<file path="config.mk">
export PLATFORM = sky130hd
export DESIGN_NAME = time_entry_countdown_flat
export DESIGN_NICKNAME = d
export VERILOG_FILES = /design/src/rtl/time_entry_countdown_pkg.sv /design/src/rtl/time_entry_countdown_if.sv /design/src/rtl/time_entry_countdown_bcd_mmss_dec.sv /design/src/rtl/time_entry_countdown.sv /design/src/flat_wrapper.sv
export SDC_FILE = /design/constraint.sdc
export NUM_CORES = 1
export LEC_CHECK = 0
export CAP_MARGIN = 20
export CORE_ASPECT_RATIO = 0.9
export CORE_MARGIN = 10
export CORE_UTILIZATION = 38
export DETAILED_ROUTE_END_ITERATION = 7
export SYNTH_ARGS = -nofsm -noshare
export SYNTH_HDL_FRONTEND = slang
export SYNTH_HIERARCHICAL = 1
export SYNTH_SLANG_ARGS = --single-unit
</file>
<file path="constraint.sdc">
create_clock -name clk -period 6.45 [get_ports clk]
set_input_delay 1.935 -clock clk [delete_from_list [all_inputs] [get_ports clk]]
set_output_delay 1.935 -clock clk [all_outputs]
set_load 0.02 [all_outputs]
</file>
<file path="src/rtl/time_entry_countdown_pkg.sv">
// Shared microwave types: FSM states, BCD digit type and digit limit.
package microondas_pkg;

  typedef enum logic [1:0] {
    ENTRY,
    RUN,
    PAUSE
  } state_t;

  typedef logic [3:0] bcd_t;

  localparam bcd_t BCD_MAX = 4'd9;

  function automatic logic bcd_valid(input bcd_t d);
    return d <= BCD_MAX;
  endfunction

endpackage

</file>
<file path="src/rtl/time_entry_countdown_if.sv">
// Keypad encoder link: BCD digit, active-low valid strobe, active-low enable back.
interface time_entry_countdown_if;
  import microondas_pkg::*;

  bcd_t digit;
  logic dv;
  logic key_en_n;

  modport master (output digit, output dv, input key_en_n);
  modport slave  (input digit, input dv, output key_en_n);

endinterface

</file>
<file path="src/rtl/time_entry_countdown_bcd_mmss_dec.sv">
// Combinational MM:SS BCD decrement by one second.
module bcd_mmss_dec
  import microondas_pkg::*;
#(
  parameter bcd_t SEC_WRAP_TENS = 4'd5
) (
  input  bcd_t min_t,
  input  bcd_t min_o,
  input  bcd_t sec_t,
  input  bcd_t sec_o,
  output bcd_t dec_min_t,
  output bcd_t dec_min_o,
  output bcd_t dec_sec_t,
  output bcd_t dec_sec_o,
  output logic is_zero
);

  // Borrow ripples from seconds ones up through minutes tens.
  always_comb begin
    dec_min_t = min_t;
    dec_min_o = min_o;
    dec_sec_t = sec_t;
    dec_sec_o = sec_o;
    if (sec_o != 4'd0) begin
      dec_sec_o = sec_o - 4'd1;
    end else if (sec_t != 4'd0) begin
      dec_sec_t = sec_t - 4'd1;
      dec_sec_o = BCD_MAX;
    end else if (min_o != 4'd0) begin
      dec_min_o = min_o - 4'd1;
      dec_sec_t = SEC_WRAP_TENS;
      dec_sec_o = BCD_MAX;
    end else if (min_t != 4'd0) begin
      dec_min_t = min_t - 4'd1;
      dec_min_o = BCD_MAX;
      dec_sec_t = SEC_WRAP_TENS;
      dec_sec_o = BCD_MAX;
    end
  end

  assign is_zero = ({dec_min_t, dec_min_o, dec_sec_t, dec_sec_o} == 16'h0000);

endmodule

</file>
<file path="src/rtl/time_entry_countdown.sv">
// Microwave keypad time entry (MM:SS shift register) and 1 Hz countdown FSM.
module time_entry_countdown
  import microondas_pkg::*;
#(
  parameter bcd_t SEC_WRAP_TENS = 4'd5
) (
  input  logic                        clk,
  input  logic                        rst,
  time_entry_countdown_if.slave       keypad,
  input  logic                        start,
  input  logic                        pause,
  input  logic                        clear,
  input  logic                        tick,
  output bcd_t                        min_t,
  output bcd_t                        min_o,
  output bcd_t                        sec_t,
  output bcd_t                        sec_o,
  output logic                        running,
  output logic                        done
);

  state_t state, state_nxt;
  logic   dv_q;
  logic   key_hit;
  logic   time_zero;
  logic   done_nxt;
  bcd_t   min_t_nxt, min_o_nxt, sec_t_nxt, sec_o_nxt;
  bcd_t   dec_min_t, dec_min_o, dec_sec_t, dec_sec_o;
  logic   dec_zero;

  assign key_hit   = !keypad.dv && dv_q;
  assign time_zero = ({min_t, min_o, sec_t, sec_o} == 16'h0000);

  bcd_mmss_dec #(.SEC_WRAP_TENS(SEC_WRAP_TENS)) u_dec (
    .min_t     (min_t),
    .min_o     (min_o),
    .sec_t     (sec_t),
    .sec_o     (sec_o),
    .dec_min_t (dec_min_t),
    .dec_min_o (dec_min_o),
    .dec_sec_t (dec_sec_t),
    .dec_sec_o (dec_sec_o),
    .is_zero   (dec_zero)
  );

  // Next state and next display digits; one action per cycle, clear > pause > start.
  always_comb begin
    state_nxt = state;
    min_t_nxt = min_t;
    min_o_nxt = min_o;
    sec_t_nxt = sec_t;
    sec_o_nxt = sec_o;
    done_nxt  = 1'b0;
    case (state)
      ENTRY: begin
        if (clear) begin
          {min_t_nxt, min_o_nxt, sec_t_nxt, sec_o_nxt} = '0;
        end else if (start) begin
          if (!time_zero) state_nxt = RUN;
        end else if (key_hit && bcd_valid(keypad.digit)) begin
          min_t_nxt = min_o;
          min_o_nxt = sec_t;
          sec_t_nxt = sec_o;
          sec_o_nxt = keypad.digit;
        end
      end
      RUN: begin
        if (clear) begin
          state_nxt = ENTRY;
          {min_t_nxt, min_o_nxt, sec_t_nxt, sec_o_nxt} = '0;
        end else if (pause) begin
          state_nxt = PAUSE;
        end else if (tick) begin
          min_t_nxt = dec_min_t;
          min_o_nxt = dec_min_o;
          sec_t_nxt = dec_sec_t;
          sec_o_nxt = dec_sec_o;
          if (dec_zero) begin
            state_nxt = ENTRY;
            done_nxt  = 1'b1;
          end
        end
      end
      PAUSE: begin
        if (clear) begin
          state_nxt = ENTRY;
          {min_t_nxt, min_o_nxt, sec_t_nxt, sec_o_nxt} = '0;
        end else if (start) begin
          state_nxt = RUN;
        end
      end
      default: state_nxt = ENTRY;
    endcase
  end

  // State, digit register, key edge history and registered status outputs.
  always_ff @(posedge clk) begin
    if (rst) begin
      state           <= ENTRY;
      dv_q            <= 1'b1;
      {min_t, min_o, sec_t, sec_o} <= '0;
      running         <= 1'b0;
      done            <= 1'b0;
      keypad.key_en_n <= 1'b0;
    end else begin
      state           <= state_nxt;
      dv_q            <= keypad.dv;
      min_t           <= min_t_nxt;
      min_o           <= min_o_nxt;
      sec_t           <= sec_t_nxt;
      sec_o           <= sec_o_nxt;
      running         <= (state_nxt == RUN);
      done            <= done_nxt;
      keypad.key_en_n <= (state_nxt != ENTRY);
    end
  end

endmodule

</file>
<file path="src/flat_wrapper.sv">
// flat-port wrapper written by rule: the top's interface ports become plain ports
module time_entry_countdown_flat import microondas_pkg::*;
#(
  parameter bcd_t SEC_WRAP_TENS = 4'd5
)
  (clk, rst, start, pause, clear, tick, min_t, min_o, sec_t, sec_o, running, done, keypad_digit, keypad_dv, keypad_key_en_n);
  time_entry_countdown_if keypad_i ();
  input  logic clk;
  input  logic rst;
  input  logic start;
  input  logic pause;
  input  logic clear;
  input  logic tick;
  output bcd_t min_t;
  output bcd_t min_o;
  output bcd_t sec_t;
  output bcd_t sec_o;
  output logic running;
  output logic done;
  input wire logic [$bits(keypad_i.digit)-1:0] keypad_digit;
  input wire logic [$bits(keypad_i.dv)-1:0] keypad_dv;
  output wire logic [$bits(keypad_i.key_en_n)-1:0] keypad_key_en_n;
  assign keypad_i.digit = keypad_digit;
  assign keypad_i.dv = keypad_dv;
  assign keypad_key_en_n = keypad_i.key_en_n;
  time_entry_countdown #(.SEC_WRAP_TENS(SEC_WRAP_TENS)) u_core (.clk(clk), .rst(rst), .keypad(keypad_i), .start(start), .pause(pause), .clear(clear), .tick(tick), .min_t(min_t), .min_o(min_o), .sec_t(sec_t), .sec_o(sec_o), .running(running), .done(done));
endmodule
</file>
==> impl_metrics.tcl <==
set metrics [dict create \
    run_status "complete, no violations" \
    globalRouteTotalUtil 0.122 \
    design.portCount 30 \
    critical_path_required_ps 6580 \
    multi_input_area_mm2 0.00124 \
    switching_power_uw 96.5 \
    antenna_found_initial 0 \
    setup_viol 0 \
    power.density_mw_per_mm2 146 \
    critical_path_class "register to register" \
    synth-seq-cells 22 \
    synthesis.area_per_instance_um2 8.56 \
    ys.flop_type "dfxtp_1" \
    postCtsHoldBufs 0 \
    post_drt_wl_per_cell_um 16.4 \
    ir_worst_vdd_v 0.000136 \
    finalWirelength_um 4910 \
    cts.path.max_buffers 2 \
    grt_pass1_vias 1578 \
    clock_skew_ps 1.10 \
    finalSetupTns_ps 0 \
    r2r_cells 12 \
    min-delay-path-class "register to register" \
    end_kind "register" \
    cts_inserted_buffers 3 \
    design.core.area_mm2 0.00452 \
    syn_nets 229 \
    tightestPinTransition_ps 628 \
    placement.io_buffers 29 \
    async_reset_ff_frac 0 \
    post_cts.repair.setup_buffers 0 \
    dp.final_hpwl_um 3700 \
    vias 1639 \
    p_leak_nw 0.866 \
    critPathLaunchType "register" \
    routed_via_density 5.48 \
    global_route.overflow_total 0 \
    fin_max_slew_vios 0 \
    synth.top_cell.area_share 0.245 \
    yosys_warnings 6 \
    synth.top_cells.by_area "dfxtp_1 (25%), o2bb2ai_2 (7.5%), nor2b_1 (6.6%), ha_1 (5.6%), a21oi_1 (4.5%)" \
    fillCellCount 436 \
    initial_standard_cell_utilization_of_the_core 0.398 \
    detailedRoute.firstIterationViolations 67 \
    tritoncts_clock_tree "built" \
    fmax_ghz 0.284 \
    die_area_mm2 0.00788 \
    min_delay_path_depth 1 \
    finalCritPeriodShare 0.547 \
    synthCells 210 \
    route.antenna.remaining_nets 0 \
    postLayoutCoreUtil 0.480 \
    placementRows 23 \
    die_boundary_height_um 85.2 \
    finalNetCount 258 \
    netlist_top_cells_count "dfxtp_1 (22), inv_1 (19), nor2b_1 (19), a21oi_1 (16), nand2_1 (14)" \
    cts_resized 0 \
    remaining_drc_errors 0 \
    max_slew_margin 0.580 \
    clkSlewWorstSetupHoldPaths_ps 70 \
    drt_first_pass_iters 4 \
    post_synth_instance_area_mm2 0.00180 \
    critPathArrivalTime_ps 3660 \
    switching_share 0.305 \
    layout-drive-gt1-share 0.139 \
    finalHoldViolCount 0 \
    ys_seq_area_frac 0.245 \
    synthDominantAreaCellType "dfxtp_1" \
    combinational_cell_fraction_of_total_power 0.283 \
    sequential_cell_area_um2 440 \
    pwr-share-seq 0.456 \
    grt_pass1_wl_um 8100 \
    tritoncts_num_sinks 22 \
    cts-htree-levels 1 \
    yosysUniqueCellTypes 59 \
    insertion_delay_ps 260 \
    floorplan.die.width_um 92.5 \
    finalCriticalPeriod_ps 3530 \
    grt_setup_unrepaired "false" \
    diodes 0 \
    flow.area_growth_from_synthesis_pct 20.6 \
    cp_max_fanout 8 \
    grt_start_max_net_pins 19 \
    clkPwrFrac 0.262 \
    clock-root-buffer "clkbuf_8" \
    synth.most_common_cell "dfxtp_1" \
    internal_power_uw 220 \
    globalplace.congestion 0.823 \
    post_synth_edffs 0 \
    timing.max_cap.violations 0 \
]
-- routing by layer --
metal,wire (µm),global-route usage,vias to the layer above
met1,2580,0.169,765
met4,11,0.0126,0
met3,235,0.0326,2
li1,-,-,836
met2,2090,0.189,36
met5,0,0,-
-- power by group through the flow --
stage	combinational, mW	clock [mW]	sequential, mW
6_report	0.0895	0.0828	0.144
3_3_place_gp	0.0883	0	0.147
3_5_place_dp	0.0888	0	0.147
4_1_cts	0.0893	0.0859	0.144
2_1_floorplan	0.0623	0	0.149
5_1_grt	0.0972	0.0927	0.145
-- worst max-delay path: stages, from the launching register on --
cell	delay, ps
dfxtp_1	400
inv_1	110
ha_1	240
or3b_1	500
nor4_1	240
mux2_1	410
a2111o_1	370
nor4_2	300
nand2_1	140
a31oi_1	220
nor2_1	60
o221ai_1	280
o31ai_1	120
-- sequential cells by signal, summed over array words and instances, names as in the netlist --
register                cells
u_core/done                 1
u_core/dv_q                 1
u_core/keypad.key_en_n      1
u_core/min_o                4
u_core/min_t                4
u_core/running              1
u_core/sec_o                4
u_core/sec_t                4
u_core/state                2
-- final timing paths --
| check | from | endpoint | slack, ps |
|---|---|---|---|
| setup / recovery | u_core/sec_o[0] | u_core/keypad.key_en_n | 2920 |
| hold / removal | u_core/min_t[1] | u_core/min_t[1] | 570 |
| setup reg to reg | u_core/sec_o[0] | u_core/keypad.key_en_n | 2920 |
| hold reg to reg | u_core/min_t[1] | u_core/min_t[1] | 570 |
-- per-stage QoR --
stage / worst slack [ps] / hold WS (ps) / instances / power [mW] / area [µm²]
after CTS: 2940 / 567 / 299 / 0.319 / 2170
after floorplan: 3340 / 599 / 210 / 0.211 / 1800
after global placement: 2770 / 554 / 296 / 0.236 / 2130
final: 2920 / 568 / 299 / 0.316 / 2170
after global routing: 2640 / 595 / 299 / 0.335 / 2170
after detailed placement: 2680 / 554 / 296 / 0.236 / 2130
-- cell families after synthesis --
family                     Yosys count  synth area share
adders and majority gates            8            0.0557
DFF                                 22             0.245
and+or+nand+nor                     86             0.295
buffers and inverters               25            0.0655
AOI/OAI and AO/OA                   64             0.308
xor gates and xnor gates             1           0.00488
muxes                                4            0.0258
-- area by class of cell --
type	instances	share of cell area
Clock buffer	3	0.0191
Inverter	19	0.0329
Multi-Input combinational cell	163	0.572
Sequential cell	22	0.203
Tap cell	62	0.0358
Timing Repair Buffer	30	0.137
-- cells in the final DEF (no fill, tap or decap), types with 2 or more instances in the layout --
cell type,synthesis,routed
inv_1,19,19
a31oi_1,5,5
nor4_1,6,6
a21oi_1,16,16
o2bb2ai_1,6,6
nor3b_1,3,3
or3b_1,2,2
mux2i_1,2,2
clkbuf_8,0,3
nand3b_1,2,2
o21ai_0,6,6
dfxtp_1,22,22
or3b_4,2,2
ha_1,8,8
nand2_1,14,14
clkdlybuf4s50_1,0,29
a2bb2oi_1,2,2
nor3_2,2,2
nor3b_2,2,2
o2bb2ai_2,9,9
nand4_1,3,3
nand3_1,4,4
nor2_1,9,9
o31ai_1,2,2
nor2b_1,19,19
nor3_1,7,7
Power figures use the tool's default switching activity.
